<file path="config.mk">
export PLATFORM = sky130hd
export DESIGN_NAME = data_mem_dma_flat
export DESIGN_NICKNAME = d
export VERILOG_FILES = /design/src/rtl/data_mem_dma_if.sv /design/src/rtl/data_mem_dma.sv /design/src/flat_wrapper.sv
export SDC_FILE = /design/constraint.sdc
export NUM_CORES = 1
export LEC_CHECK = 0
export CAP_MARGIN = 20
export CORE_UTILIZATION = 25
export CTS_CLUSTER_SIZE = 28
export DETAILED_ROUTE_END_ITERATION = 10
export PLACE_DENSITY = 0.52
export SKIP_LAST_GASP = 1
export SLEW_MARGIN = 0
export SYNTH_ARGS = -nofsm -noshare
export SYNTH_HDL_FRONTEND = slang
export SYNTH_SLANG_ARGS = --single-unit
export TNS_END_PERCENT = 100
</file>
<file path="constraint.sdc">
create_clock -name clk -period 6.1 [get_ports clk]
set_input_delay 1.525 -clock clk [delete_from_list [all_inputs] [get_ports clk]]
set_output_delay 1.525 -clock clk [all_outputs]
set_load 0.1 [all_outputs]
</file>
<file path="src/rtl/data_mem_dma_if.sv">
// Memory-port bundle between the DMA engine (master) and the single-port data_mem (slave).
interface data_mem_dma_if #(
    parameter int AW = 8
);
    logic [AW-1:0] mem_addr;
    logic          mem_rd;
    logic          mem_wr;
    logic [7:0]    mem_wdata;
    logic [7:0]    mem_rdata;

    modport master (
        output mem_addr, mem_rd, mem_wr, mem_wdata,
        input  mem_rdata
    );

    modport slave (
        input  mem_addr, mem_rd, mem_wr, mem_wdata,
        output mem_rdata
    );
endinterface

</file>
<file path="src/rtl/data_mem_dma.sv">
// Block COPY / FILL engine for data_mem; every output is a register loaded with the
// value it must carry in the state being entered.
module data_mem_dma #(
    parameter int AW = 8,
    parameter int LW = AW + 1
) (
    input  logic                 clk,
    input  logic                 rst_n,
    input  logic                 start,
    input  logic                 mode,
    input  logic [AW-1:0]        src_addr,
    input  logic [AW-1:0]        dst_addr,
    input  logic [LW-1:0]        len,
    input  logic [7:0]           fill_val,
    output logic                 busy,
    output logic                 done,
    output logic [LW-1:0]        count,
    data_mem_dma_if.master       mem
);

    typedef enum logic [2:0] {IDLE, RD, WR, FILL, DONE} state_t;

    state_t        state;
    logic [AW-1:0] src_ptr;
    logic [AW-1:0] dst_ptr;
    logic [LW-1:0] remaining;
    logic [7:0]    fill_reg;

    // mem_wdata doubles as the byte buffer: loaded from mem_rdata on leaving RD, it
    // holds the copied byte for exactly the WR cycle and is zero elsewhere.
    always_ff @(posedge clk or negedge rst_n) begin
        if (!rst_n) begin
            state         <= IDLE;
            src_ptr       <= '0;
            dst_ptr       <= '0;
            remaining     <= '0;
            fill_reg      <= '0;
            count         <= '0;
            busy          <= 1'b0;
            done          <= 1'b0;
            mem.mem_addr  <= '0;
            mem.mem_rd    <= 1'b0;
            mem.mem_wr    <= 1'b0;
            mem.mem_wdata <= '0;
        end else begin
            done <= 1'b0;
            case (state)
                IDLE: begin
                    if (start) begin
                        src_ptr   <= src_addr;
                        dst_ptr   <= dst_addr;
                        remaining <= len;
                        fill_reg  <= fill_val;
                        count     <= '0;
                        if (len == '0) begin
                            state <= DONE;
                            done  <= 1'b1;
                        end else if (!mode) begin
                            state        <= RD;
                            busy         <= 1'b1;
                            mem.mem_rd   <= 1'b1;
                            mem.mem_addr <= src_addr;
                        end else begin
                            state         <= FILL;
                            busy          <= 1'b1;
                            mem.mem_wr    <= 1'b1;
                            mem.mem_addr  <= dst_addr;
                            mem.mem_wdata <= fill_val;
                        end
                    end
                end
                RD: begin
                    src_ptr       <= src_ptr + 1'b1;
                    state         <= WR;
                    mem.mem_rd    <= 1'b0;
                    mem.mem_wr    <= 1'b1;
                    mem.mem_addr  <= dst_ptr;
                    mem.mem_wdata <= mem.mem_rdata;
                end
                WR, FILL: begin
                    dst_ptr   <= dst_ptr + 1'b1;
                    count     <= count + 1'b1;
                    remaining <= remaining - 1'b1;
                    if (remaining == LW'(1)) begin
                        state         <= DONE;
                        busy          <= 1'b0;
                        done          <= 1'b1;
                        mem.mem_rd    <= 1'b0;
                        mem.mem_wr    <= 1'b0;
                        mem.mem_addr  <= '0;
                        mem.mem_wdata <= '0;
                    end else if (state == WR) begin
                        state         <= RD;
                        mem.mem_wr    <= 1'b0;
                        mem.mem_rd    <= 1'b1;
                        mem.mem_addr  <= src_ptr;
                        mem.mem_wdata <= '0;
                    end else begin
                        mem.mem_addr  <= dst_ptr + 1'b1;
                        mem.mem_wdata <= fill_reg;
                    end
                end
                DONE: state <= IDLE;
                default: state <= IDLE;
            endcase
        end
    end

endmodule

</file>
<file path="src/flat_wrapper.sv">
// flat-port wrapper written by rule: the top's interface ports become plain ports
module data_mem_dma_flat 
#(
    parameter int AW = 8,
    parameter int LW = AW + 1
)
  (clk, rst_n, start, mode, src_addr, dst_addr, len, fill_val, busy, done, count, mem_mem_addr, mem_mem_rd, mem_mem_wr, mem_mem_wdata, mem_mem_rdata);
  data_mem_dma_if #(.AW(AW)) mem_i ();
  input  logic clk;
  input  logic rst_n;
  input  logic start;
  input  logic mode;
  input  logic [AW-1:0] src_addr;
  input  logic [AW-1:0] dst_addr;
  input  logic [LW-1:0] len;
  input  logic [7:0] fill_val;
  output logic busy;
  output logic done;
  output logic [LW-1:0] count;
  output wire logic [$bits(mem_i.mem_addr)-1:0] mem_mem_addr;
  output wire logic [$bits(mem_i.mem_rd)-1:0] mem_mem_rd;
  output wire logic [$bits(mem_i.mem_wr)-1:0] mem_mem_wr;
  output wire logic [$bits(mem_i.mem_wdata)-1:0] mem_mem_wdata;
  input wire logic [$bits(mem_i.mem_rdata)-1:0] mem_mem_rdata;
  assign mem_mem_addr = mem_i.mem_addr;
  assign mem_mem_rd = mem_i.mem_rd;
  assign mem_mem_wr = mem_i.mem_wr;
  assign mem_mem_wdata = mem_i.mem_wdata;
  assign mem_i.mem_rdata = mem_mem_rdata;
  data_mem_dma #(.AW(AW), .LW(LW)) u_core (.clk(clk), .rst_n(rst_n), .start(start), .mode(mode), .src_addr(src_addr), .dst_addr(dst_addr), .len(len), .fill_val(fill_val), .busy(busy), .done(done), .count(count), .mem(mem_i));
endmodule
</file>
; Word-level counts from Yosys, hierarchy flattened
; Cells that the tools add are included.
[word_totals]
inputBits = 45
reg_bits = 65
out_inout_bits = 29
wordCells = 87
[op_classes]
eq_ne = 10
n_addsub = 4
mux = 46
reduce_logical = 15
[ops]
columns = op, count
row1 = two-way mux 8 bit, 12
row2 = one-hot mux 8 bit (3 select lines), 2
row3 = one-hot mux 9 bit (2 select lines), 2
row4 = one-hot mux 8 bit (2 select lines), 2
row5 = two-way mux 9 bit, 2
row6 = adder 8 x 1 -> 8 bit (second input constant), 2
row7 = two-way mux 1 bit, 16
row8 = two-way mux 3 bit, 4
row9 = AND reduction 5 bit, 2
row10 = adder 9 x 1 -> 9 bit (second input constant), 1
row11 = == test 9 x 1 -> 1 bit (second input constant), 1
row12 = zero test 9 bit, 1
row13 = one-hot mux 3 bit (3 select lines), 1
row14 = subtractor 9 x 1 -> 9 bit (second input constant), 1
row15 = inequality test 2 bit (second input constant), 4
row16 = AND reduction 2 bit, 4
row17 = AND reduction 4 bit, 2
row18 = == test 3 x 2 -> 1 bit (second input constant), 2
row19 = one-hot mux 1 bit (3 select lines), 2
row20 = one-hot mux 1 bit (2 select lines), 2
row21 = nonzero test 2 bit, 2
row22 = == test 3 x 1 -> 1 bit (second input constant), 1
row23 = zero test 3 bit, 1
row24 = inequality test 3 x 1 -> 1 bit (second input constant), 1
row25 = other kinds (5), 5

; Longest topological paths before layout
[logic_depth]
depth_word = 4
ltp_mapped = 8
ltp_nobuf = 7

; Worst setup path before layout
; Ideal clock, no wire load.
[synth_path]
kind = input -> register
from = input len[4]
to = register u_core.mem.mem_wdata[0]
slack_ns = 2.735
arrival_ns = 3.239
n_path_buf = 1
setup_time_ns = 0.126
required_time_ns = 5.974
stages = 5
path_cell_list = or4_4 -> or4b_1 -> buf_2 -> a21oi_4 -> mux2_2
[synth_via]
elab_chain_cells = 3
[synth_rtl]
columns = element, line_no
row1 = from (decl), flat_wrapper.sv:15  ; input logic [LW-1:0] len;
row2 = zero test 9 bit, data_mem_dma.sv:55  ; if (len == '0) begin
row3 = inequality test 2 bit (no source line), n/a
row4 = AND reduction 4 bit (no source line), n/a
row5 = to (signal assigned), data_mem_dma.sv:68  ; mem.mem_wdata <= fill_val;
row6 = to (signal assigned), data_mem_dma.sv:78  ; mem.mem_wdata <= mem.mem_rdata;
row7 = to (signal assigned), data_mem_dma.sv:100  ; mem.mem_wdata <= fill_reg;
row8 = to (decl), data_mem_dma_if.sv:12  ; output mem_addr, mem_rd, mem_wr, mem_wdata,
; No other way between the ends.
; A chain may end at the register's enable or synchronous reset.

; Final worst setup path
[layout_path]
from = input len[4]
to = register u_core.mem.mem_wdata[1]
; The elaborated chain is that of the path after synthesis.

==> results.cfg <==
[place]
dp_hpwl_um = 7321
gp_congestion = 0.8000
io_buffers = 73
post-place-ws_ns = 2.091

[cells_and_area]
area_growth_pct = 32.71
reg_top3 = u_core.count (9), u_core.remaining (9)
nNetsFinal = 532
n_antenna_cell = 0
layout-drive-gt1-share_pct = 9.278

[flow_run]
cap_viol_max_count = 0

[yosys]
synth-seq-cells = 65
synth_top_area_share_pct = 44.43
ys_seq_area_share_pct = 44.43
avgSynthCellArea_um2 = 8.779
synthTopCellsByArea = dfrtp_1 (44%), a21oi_1 (5.7%), nor2_1 (5.2%), mux2_2 (5.2%), nand3_1 (4.6%)
async_flop_share_pct = 100.0
yosysTopAreaCell = dfrtp_1
syn_area_um2 = 3661
yosys.area_share.adder_pct = 1.709
post_synth_xor_area_fraction_pct = 2.632
synth_mux_area_share_pct = 7.963
netlist_instances = 417
synth_top_family_by_area = simple AND/OR/NAND/NOR gates
synth_flop_cell = dfrtp_1
ys_types = 48
synth_compound_area_share_pct = 19.24
synth_edf_count = 0
synth_simple_gate_area_share_pct = 20.54
synth_nets = 467
yosysWarnings = 0

[power_and_ir_drop]
irDropWorstVdd_uv = 398.0
p_per_area_nw_per_um2 = 629.4
leakage_nw = 1.944

[global_route]
globalRouteMet1Util_pct = 20.72
grt_busiest_layer = met2
grt_max_degree = 66
grt-ovfl-total = 0
grt_util_met3_pct = 4.151
track_usage_pct = 15.44
use_met2_pct = 24.23
grt_pass1_wl_um = 17600
antenna_found_initial = 0
grt_pass1_vias = 3304

[route]
post_drt_via_cell_ratio = 5.050
drt_iter0_drc = 221
wl_um = 10830
wire_per_inst_um = 16.28
vias = 3358
drt-pass1-iter-count = 4
drc = 0
ant_nets = 0

[floorplan]
fp.coreArea_um2 = 14100
io_pins = 74
row_count = 43
dieWidth_um = 123.0
die_h_um = 123.0
dieArea_um2 = 15130
start_util_pct = 25.97

[clocking]
htreeDepth = 3
numCtsBuffers = 9
cts_root_buffer = clkbuf_16
hold_buffers = 0
clk_latency_ns = 0.33
clk_path_buf_depth = 2
cts_resized = 0
tritoncts = built
clock-sinks = 65
postCtsSetupBuffers = 0
path_clk_slew_ns = 0.05

[worst_setup_path]
arrival_ns = 3.86
startpoint_type = input pin
cp-startpoint = len[4]
r2r-end = u_core.src_ptr[4]
cp-end-kind = flop
r2r_setup_slack_ns = 3.59
reg2reg_from = u_core.state[0]
path_class = in -> reg
critical_path_peak_fanout = 9
ff2ff_path_depth = 7
required_ns = 6.31
cp-endpoint = u_core.mem.mem_wdata[1]

[timing]
timing.final.crit_share_pct = 59.89
slew_headroom_pct = 33.12
setup_tns_ns = 0
setup_viol = 0
setup_ws_ns = 2.446
rsz0062_at_grt = no
tightest_slew_ns = 1.000
report.final.slew_viol_count = 0
skew_ns = 0.008015
clock.fmax_mhz = 273.7
hold_viol = 0
period_needed_ns = 3.654

[run_status]
status = complete, no violations

[min_path]
hold_path.class = reg -> reg
==> critical path, cell delays in order <==
cell             delay (ns)
clkdlybuf4s50_1        0.42
or4_4                  0.54
or4b_1                 0.61
a21oi_4                0.37
mux2_2                 0.39
==> cells by family after synthesis <==
logic type	count (synthesis)
buffers and inverters	33
adder cells (fa/ha/maj)	5
AO/OA/AOI/OAI	115
multiplexers	27
XOR/XNOR	11
AND/OR/NAND/NOR	161
flip-flops	65
==> layout make-up <==
class / instances / area [um^2]
clock buffer: 14 / 264.0
tap: 180 / 225.2
multi-input combinational: 319 / 1927
timing repair buffer: 82 / 797.0
sequential: 65 / 1627
inverter: 5 / 18.77
fill: 1477 / 9238
==> metal layers <==
| metal | vias up | wire [um] |
|---|---|---|
| li1 | 1650 | - |
| met1 | 1601 | 4965 |
| met2 | 97 | 5040 |
| met3 | 10 | 697 |
| met4 | 0 | 122 |
| met5 | - | 0 |
==> worst min path at each step <==
stage,from,end,depth (start not counted)
detailed placement,u_core.fill_reg[3],u_core.fill_reg[3],1
global route,u_core.fill_reg[1],u_core.fill_reg[1],1
finish,u_core.fill_reg[1],u_core.fill_reg[1],1
floorplan,u_core.remaining[8],u_core.remaining[8],1
global placement,u_core.fill_reg[3],u_core.fill_reg[3],1
CTS,u_core.fill_reg[1],u_core.fill_reg[1],1
==> power by group <==
group	internal, mW	switching, mW	total (mW)
Clock	0.293	0.174	0.467
Sequential	0.630	0.182	0.813
Combinational	0.577	1.20	1.78
Total	1.50	1.56	3.06
==> cell usage in the layout, fill, tap and decap left out, types with 2 or more instances in the layout <==
cell type and n:
xor2_1 6, buf_4 8, ha_1 5, clkdlybuf4s50_1 72, o211ai_1 2, a22o_1 3, clkbuf_8 2, nand3_1 34
o22a_1 3, nand2b_1 2, and3_1 6, a22oi_1 2, xnor2_1 5, mux2_2 17, a221oi_1 5, nand2_1 34
inv_1 5, nand4_1 4, nor3b_1 2, nor3_1 16, o21ai_0 30, mux2i_1 10, nor2_1 51, a21oi_1 42
a221o_1 3, clkbuf_16 9, o22ai_1 6, or4_1 2, clkbuf_1 3, a31oi_1 7, dfrtp_1 65
==> cells in the mapped netlist (4+ instances only) <==
library cell / instances
a21oi_1: 42
a221oi_1: 5
a31oi_1: 8
and3_1: 6
clkbuf_1: 24
dfrtp_1: 65
ha_1: 5
inv_1: 5
mux2_2: 17
mux2i_1: 10
nand2_1: 34
nand3_1: 34
nand4_1: 4
nor2_1: 51
nor3_1: 16
o21ai_0: 30
o22ai_1: 6
xnor2_1: 5
xor2_1: 6
==> through the flow <==
| stage | instances | hold WS, ns | total power, mW | area [um^2] | util [%] |
|---|---|---|---|---|---|
| final | 665 | 0.5090 | 3.058 | 4858 | 34.47 |
| after global routing | 665 | 0.5333 | 3.276 | 4858 | 34.47 |
| after CTS | 664 | 0.5115 | 3.079 | 4847 | 34.39 |
| after detailed placement | 650 | 0.4971 | 2.593 | 4583 | 32.51 |
| after global placement | 650 | 0.4915 | 2.558 | 4583 | 32.51 |
| after floorplan | 417 | 0.4794 | 2.115 | 3661 | - |
Power figures use the tool's default switching activity.
